--- config.mk ---
export PLATFORM = sky130hd
export DESIGN_NAME = btb_update_ctrl
export DESIGN_NICKNAME = d
export VERILOG_FILES = /design/src/rtl/maverickOne_pkg.sv /design/src/rtl/btb_upd_fifo.sv /design/src/rtl/btb_update_ctrl.sv
export SDC_FILE = /design/constraint.sdc
export NUM_CORES = 1
export LEC_CHECK = 0
export CORE_MARGIN = 5
export CORE_UTILIZATION = 45
export DETAILED_ROUTE_END_ITERATION = 8
export PLACE_DENSITY = 0.66
export RECOVER_POWER = 25
export SETUP_SLACK_MARGIN = 0.15
export SLEW_MARGIN = 20
export SYNTH_ARGS = -nofsm -noshare
export SYNTH_HDL_FRONTEND = slang
export SYNTH_SLANG_ARGS = --single-unit
--- constraint.sdc ---
create_clock -name clk_i -period 12.23 [get_ports clk_i]
set_input_delay 1.223 -clock clk_i [delete_from_list [all_inputs] [get_ports clk_i]]
set_output_delay 1.223 -clock clk_i [all_outputs]
set_load 0.03 [all_outputs]
--- src/rtl/maverickOne_pkg.sv ---
// Shared types and sizing for the maverickOne BTB update path.
// Latency: n/a (declarations only).
// Backpressure: n/a.
package maverickOne_pkg;

    localparam int XLEN           = 32;
    localparam int NUM_BTBL       = 16;
    localparam int BTB_UPD_QDEPTH = 4;

    // One pending BTB update: resolved branch address and its target.
    typedef struct packed {
        logic [XLEN-1:0] current_addr;
        logic [XLEN-1:0] next_addr;
    } btb_upd_t;

    typedef enum logic [1:0] {
        IDLE  = 2'd0,
        DRAIN = 2'd1,
        FLUSH = 2'd2
    } btb_upd_state_e;

endpackage

--- src/rtl/btb_upd_fifo.sv ---
// Pending-update queue: storage plus extra-bit read/write pointers, with in-place overwrite of the newest entry.
// Latency: a push is visible on o_head_dat the cycle after it is written.
// Backpressure: none internally; the caller must not push when o_full or pop when o_empty.
module btb_upd_fifo #(
    parameter int WIDTH = 64,
    parameter int DEPTH = 4
) (
    input  logic             i_clk,
    input  logic             i_arst_n,
    input  logic             i_clr,
    input  logic             i_push,
    input  logic [WIDTH-1:0] i_push_dat,
    input  logic             i_ovw,
    input  logic [WIDTH-1:0] i_ovw_dat,
    input  logic             i_pop,
    output logic [WIDTH-1:0] o_head_dat,
    output logic [WIDTH-1:0] o_tail_dat,
    output logic             o_empty,
    output logic             o_full,
    output logic             o_single
);

    localparam int AW = $clog2(DEPTH);
    localparam logic [AW:0]   PTR_ONE = (AW + 1)'(1);
    localparam logic [AW-1:0] IDX_ONE = AW'(1);

    logic [AW:0]      r_wptr;
    logic [AW:0]      r_rptr;
    logic [WIDTH-1:0] r_mem [DEPTH];
    logic [AW-1:0]    w_widx;
    logic [AW-1:0]    w_ridx;
    logic [AW-1:0]    w_tidx;
    logic [AW:0]      w_fill;

    assign w_widx = r_wptr[AW-1:0];
    assign w_ridx = r_rptr[AW-1:0];
    assign w_tidx = w_widx - IDX_ONE;
    assign w_fill = r_wptr - r_rptr;

    assign o_head_dat = r_mem[w_ridx];
    assign o_tail_dat = r_mem[w_tidx];
    assign o_empty    = (r_wptr == r_rptr);
    assign o_full     = (r_wptr[AW] != r_rptr[AW]) && (w_widx == w_ridx);
    assign o_single   = (w_fill == PTR_ONE);

    // Pointer advance; a clear drops every entry at once.
    always_ff @(posedge i_clk or negedge i_arst_n) begin
        if (!i_arst_n) begin
            r_wptr <= '0;
            r_rptr <= '0;
        end else if (i_clr) begin
            r_wptr <= '0;
            r_rptr <= '0;
        end else begin
            if (i_push) r_wptr <= r_wptr + PTR_ONE;
            if (i_pop)  r_rptr <= r_rptr + PTR_ONE;
        end
    end

    // Entry storage; reset to zero so the address outputs read 0 out of reset.
    always_ff @(posedge i_clk or negedge i_arst_n) begin
        if (!i_arst_n) begin
            for (int i = 0; i < DEPTH; i++) r_mem[i] <= '0;
        end else if (i_push) begin
            r_mem[w_widx] <= i_push_dat;
        end else if (i_ovw) begin
            r_mem[w_tidx] <= i_ovw_dat;
        end
    end

endmodule

--- src/rtl/btb_update_ctrl.sv ---
// Sequences resolved-branch updates into the BTB write port and sweeps line invalidations on flush.
// Latency: an accepted update reaches btb_* one cycle later at the earliest; a flush sweeps NUM_BTBL cycles.
// Backpressure: upd_ready_o drops when the queue is full, during a sweep, or while flush_i is high.
module btb_update_ctrl #(
    parameter int NUM_BTBL = maverickOne_pkg::NUM_BTBL,
    parameter int XLEN     = maverickOne_pkg::XLEN,
    parameter int QDEPTH   = maverickOne_pkg::BTB_UPD_QDEPTH
) (
    input  logic                        clk_i,
    input  logic                        arst_ni,
    input  logic                        upd_valid_i,
    output logic                        upd_ready_o,
    input  logic [XLEN-1:0]             upd_current_addr_i,
    input  logic [XLEN-1:0]             upd_next_addr_i,
    input  logic                        flush_i,
    output logic                        btb_wr_valid_o,
    input  logic                        btb_wr_ready_i,
    output logic [XLEN-1:0]             btb_current_addr_o,
    output logic [XLEN-1:0]             btb_next_addr_o,
    output logic                        btb_inv_o,
    output logic [$clog2(NUM_BTBL)-1:0] btb_inv_index_o,
    output logic                        busy_o
);

    import maverickOne_pkg::*;

    localparam int IW = $clog2(NUM_BTBL);
    localparam logic [IW-1:0] LAST_IDX = IW'(NUM_BTBL - 1);
    localparam logic [IW-1:0] IDX_ONE  = IW'(1);

    btb_upd_state_e    r_state;
    btb_upd_state_e    w_state_nxt;
    logic [IW-1:0]     r_cnt;
    logic [IW-1:0]     w_cnt_nxt;
    logic              w_full;
    logic              w_empty;
    logic              w_single;
    logic              w_acc;
    logic              w_pop;
    logic              w_match;
    logic              w_push;
    logic              w_ovw;
    logic              w_fill_nxt;
    logic [2*XLEN-1:0] w_upd;
    logic [2*XLEN-1:0] w_head;
    logic [2*XLEN-1:0] w_tail;

    assign w_upd = {upd_current_addr_i, upd_next_addr_i};

    assign upd_ready_o    = !w_full && (r_state != FLUSH) && !flush_i;
    assign btb_wr_valid_o = !w_empty && (r_state != FLUSH) && !flush_i;
    assign btb_inv_o      = (r_state == FLUSH) && !flush_i;
    assign btb_inv_index_o = r_cnt;
    assign busy_o         = !w_empty || (r_state == FLUSH);

    assign btb_current_addr_o = w_head[2*XLEN-1:XLEN];
    assign btb_next_addr_o    = w_head[XLEN-1:0];

    assign w_acc = upd_valid_i && upd_ready_o;
    assign w_pop = btb_wr_valid_o && btb_wr_ready_i;

    // A repeat update for the newest queued branch just refreshes its target.
    // If that entry is the head being presented, the BTB simply sees the newer
    // target; only an entry leaving this cycle is off-limits.
    assign w_match = !w_empty
                  && (w_tail[2*XLEN-1:XLEN] == upd_current_addr_i)
                  && !(w_pop && w_single);
    assign w_ovw  = w_acc && w_match;
    assign w_push = w_acc && !w_match;

    assign w_fill_nxt = w_push || (!w_empty && !(w_pop && w_single));

    btb_upd_fifo #(
        .WIDTH (2 * XLEN),
        .DEPTH (QDEPTH)
    ) u_fifo (
        .i_clk      (clk_i),
        .i_arst_n   (arst_ni),
        .i_clr      (flush_i),
        .i_push     (w_push),
        .i_push_dat (w_upd),
        .i_ovw      (w_ovw),
        .i_ovw_dat  (w_upd),
        .i_pop      (w_pop),
        .o_head_dat (w_head),
        .o_tail_dat (w_tail),
        .o_empty    (w_empty),
        .o_full     (w_full),
        .o_single   (w_single)
    );

    // Next state and sweep index: flush restarts the sweep from any state.
    always_comb begin
        w_state_nxt = r_state;
        w_cnt_nxt   = r_cnt;
        if (flush_i) begin
            w_state_nxt = FLUSH;
            w_cnt_nxt   = '0;
        end else begin
            case (r_state)
                FLUSH: begin
                    if (r_cnt == LAST_IDX) begin
                        w_state_nxt = IDLE;
                        w_cnt_nxt   = '0;
                    end else begin
                        w_cnt_nxt = r_cnt + IDX_ONE;
                    end
                end
                default: w_state_nxt = w_fill_nxt ? DRAIN : IDLE;
            endcase
        end
    end

    // State and sweep counter registers.
    always_ff @(posedge clk_i or negedge arst_ni) begin
        if (!arst_ni) begin
            r_state <= IDLE;
            r_cnt   <= '0;
        end else begin
            r_state <= w_state_nxt;
            r_cnt   <= w_cnt_nxt;
        end
    end

endmodule

==> impl_metrics.yaml <==
synthesis:
  synthMuxAreaShare_pct: 39.6
  synth_fa_ha_area_share_pct: 1.03
  ys.flop_type: "dfrtp_1"
  ys_types: 36
  yosysWarnings: 0
  synth_top_family_by_area: "multiplexers"
  netlist_area_sq_um: 12900
  yosysSeqAreaShare_pct: 51.9
  synth_compound_area_share_pct: 0.707
  async_flop_share_pct: 100
  syn-num-nets: 868
  synth-simple-area-share_pct: 1.94
  synth.avg_cell_area_sq_um: 16.4
  synthCells: 789
  synth-xor-area-share_pct: 2.44
  ys_ff_latch: 268
  synth_edf_count: 0
sta:
  period_share_pct: 43.6
  slew_headroom_pct: 28.6
  finalSetupViolations: 0
  holdWs_ps: 482
  fin_skew_ps: 15.1
  setup_tns_ps: 0
  slew_viol_final: 0
  fmax_ghz: 0.188
  max_slew.worst_pin.slew_ps: 1070
  rsz0062_at_grt: "false"
  finalHoldViolations: 0
  finalCriticalPeriod_ps: 5330
critical_path:
  arrival_ps: 5750
  worstSetupStartpointType: "register"
  crit_path_max_fanout: 47
  worstSetupPathType: "reg2reg"
  r2r_slack_ps: 6900
  crit_required_ps: 12650
  cp-end-kind: "register"
detailed_routing:
  vias_per_cell: 5.66
  drtAntennaViolNets: 0
  vias: 7492
  wire_per_inst_microns: 21.7
  drc: 0
  drtIter0Drc: 411
  drt-total-wl_microns: 28800
  drtPass1Iterations: 4
layout:
  antenna_cells: 0
  final_common_cell: "dfrtp_1"
  fin_nets: 998
  final_cell_mix: "dfrtp_1 (265), mux2_2 (220), clkdlybuf4s50_1 (138)"
  area_growth_pct: 21.0
  drive_gt1_share_pct: 40.7
clock_network:
  post_cts_buffers: 0
  h-tree-depth: 1
  clock_sinks: 268
  ctsResizeCount: 0
  clock_latency_ps: 550
  clk_pin_slew_ps: 60
  cts_hold_buf: 0
  clock_path_buffers: 3
  cts_tree: "done"
  cts_buffers: 30
  clock-root-buffer: "clkbuf_16"
global_route:
  gr-total-overflow: 0
  grt_max_degree: 154
  grt_pass1_vias: 8034
  grt_first_pass_wirelength_microns: 46400
  grt_usage_pct: 17.7
  antenna_found_initial: 3
floorplan:
  rows: 62
  die_h_microns: 179
  die_area_sq_um: 32200
  initial_utilization_pct: 45.3
  die_x_microns: 179
  num_io_pins: 141
  core_area_sq_um: 28500
worst_hold_path:
  hold_class: "reg2reg"
run:
  cap_violations: 0
power_and_ir_drop:
  powerDensity_nw_per_um2: 134
  p_leak_nw: 6.96
  finalPower_mw: 2.09
  ir_worst_vdd_mv: 0.0953
outcome:
  status: "finished clean"
place:
  gp_congestion: 0.751
  io_buffers: 140
  dp_hpwl_microns: 17300
[state kept, by name, summed over array words and instances, names as in the netlist]
name             count
r_state              2
u_fifo.r_rptr        3
u_fifo.r_wptr        3
u_fifo.r_mem       256
btb_inv_index_o      4
[where the power goes]
| part | leakage [nW] | switching [mW] | total, mW | internal (mW) |
|---|---|---|---|---|
| Sequential | 3.68 | 0.0231 | 0.947 | 0.924 |
| Clock | 0.506 | 0.356 | 0.904 | 0.548 |
| Combinational | 2.77 | 0.121 | 0.238 | 0.117 |
[kinds of logic (layout without fill, tap and decap cells)]
| group | Yosys count | in the layout |
|---|---|---|
| multiplexers | 357 | 357 |
| flip-flops | 268 | 268 |
| buffers and inverters | 54 | 205 |
| AND/OR/NAND/NOR | 49 | 49 |
| XOR/XNOR | 36 | 36 |
| AO/OA/AOI/OAI | 15 | 15 |
| adder cells (fa/ha/maj) | 10 | 10 |
[final timing paths]
check,start,endpoint,cells past startpoint
setup / recovery,u_fifo.r_wptr[1],u_fifo.r_mem[219],11
hold / removal,u_fifo.r_mem[93],u_fifo.r_mem[93],1
setup reg to reg,u_fifo.r_wptr[1],u_fifo.r_mem[219],11
hold reg to reg,u_fifo.r_mem[93],u_fifo.r_mem[93],1
max in group asynchronous,arst_ni,u_fifo.r_mem[6],2
min in group asynchronous,arst_ni,u_fifo.r_mem[99],1
[cell usage after synthesis (4+ instances only)]
cell type    n  area share (%)
nor2_1       8            0.23
dfrtp_1    268              52
nand2_1     15            0.44
nand3_1      4            0.15
buf_1        7            0.20
buf_6       14             1.2
a21oi_1      7            0.27
ha_1         9            0.87
xor2_1      22             1.5
clkbuf_1    27            0.78
mux2_1      36             3.1
or3_1        4            0.19
nand4_1      5            0.24
xnor2_1     14            0.95
mux2_2     220              19
mux4_2      96              17
nor4_1       4            0.19
[per-layer routing]
metal	track usage (%)	wire [microns]	vias up
met5	0	28	-
met4	3.23	452	6
met3	4.43	1670	41
met2	28.0	13500	167
met1	25.3	13200	4008
li1	-	-	3270
[area by class of cell]
type	instances	area, sq um
multi-input cells	467	5930
inverters	3	11.3
repair buffers	149	1490
flip-flops and latches	268	6720
clock inverters	7	70.1
fillers	2379	12900
well taps	384	480
clock buffers	46	942
[through the flow]
stage	util (%)	instance area [sq um]	setup WS [ps]	cells
floorplan	-	12900	7690	789
global placement	51.2	14600	6900	1271
detailed placement	51.2	14600	6860	1271
CTS	54.8	15600	6860	1324
global route	54.8	15600	6650	1324
finish	54.8	15600	6900	1324
[worst max-delay path: stages, from the launching register on]
cell and delay (ps):
dfrtp_1 430, inv_1 110, ha_1 440, buf_4 460, mux4_2 380, xor2_1 180, nor4_1 510, nand4_1 260
or3_1 570, mux2i_4 700, buf_4 710, mux2_2 400
Power figures use the tool's default switching activity.
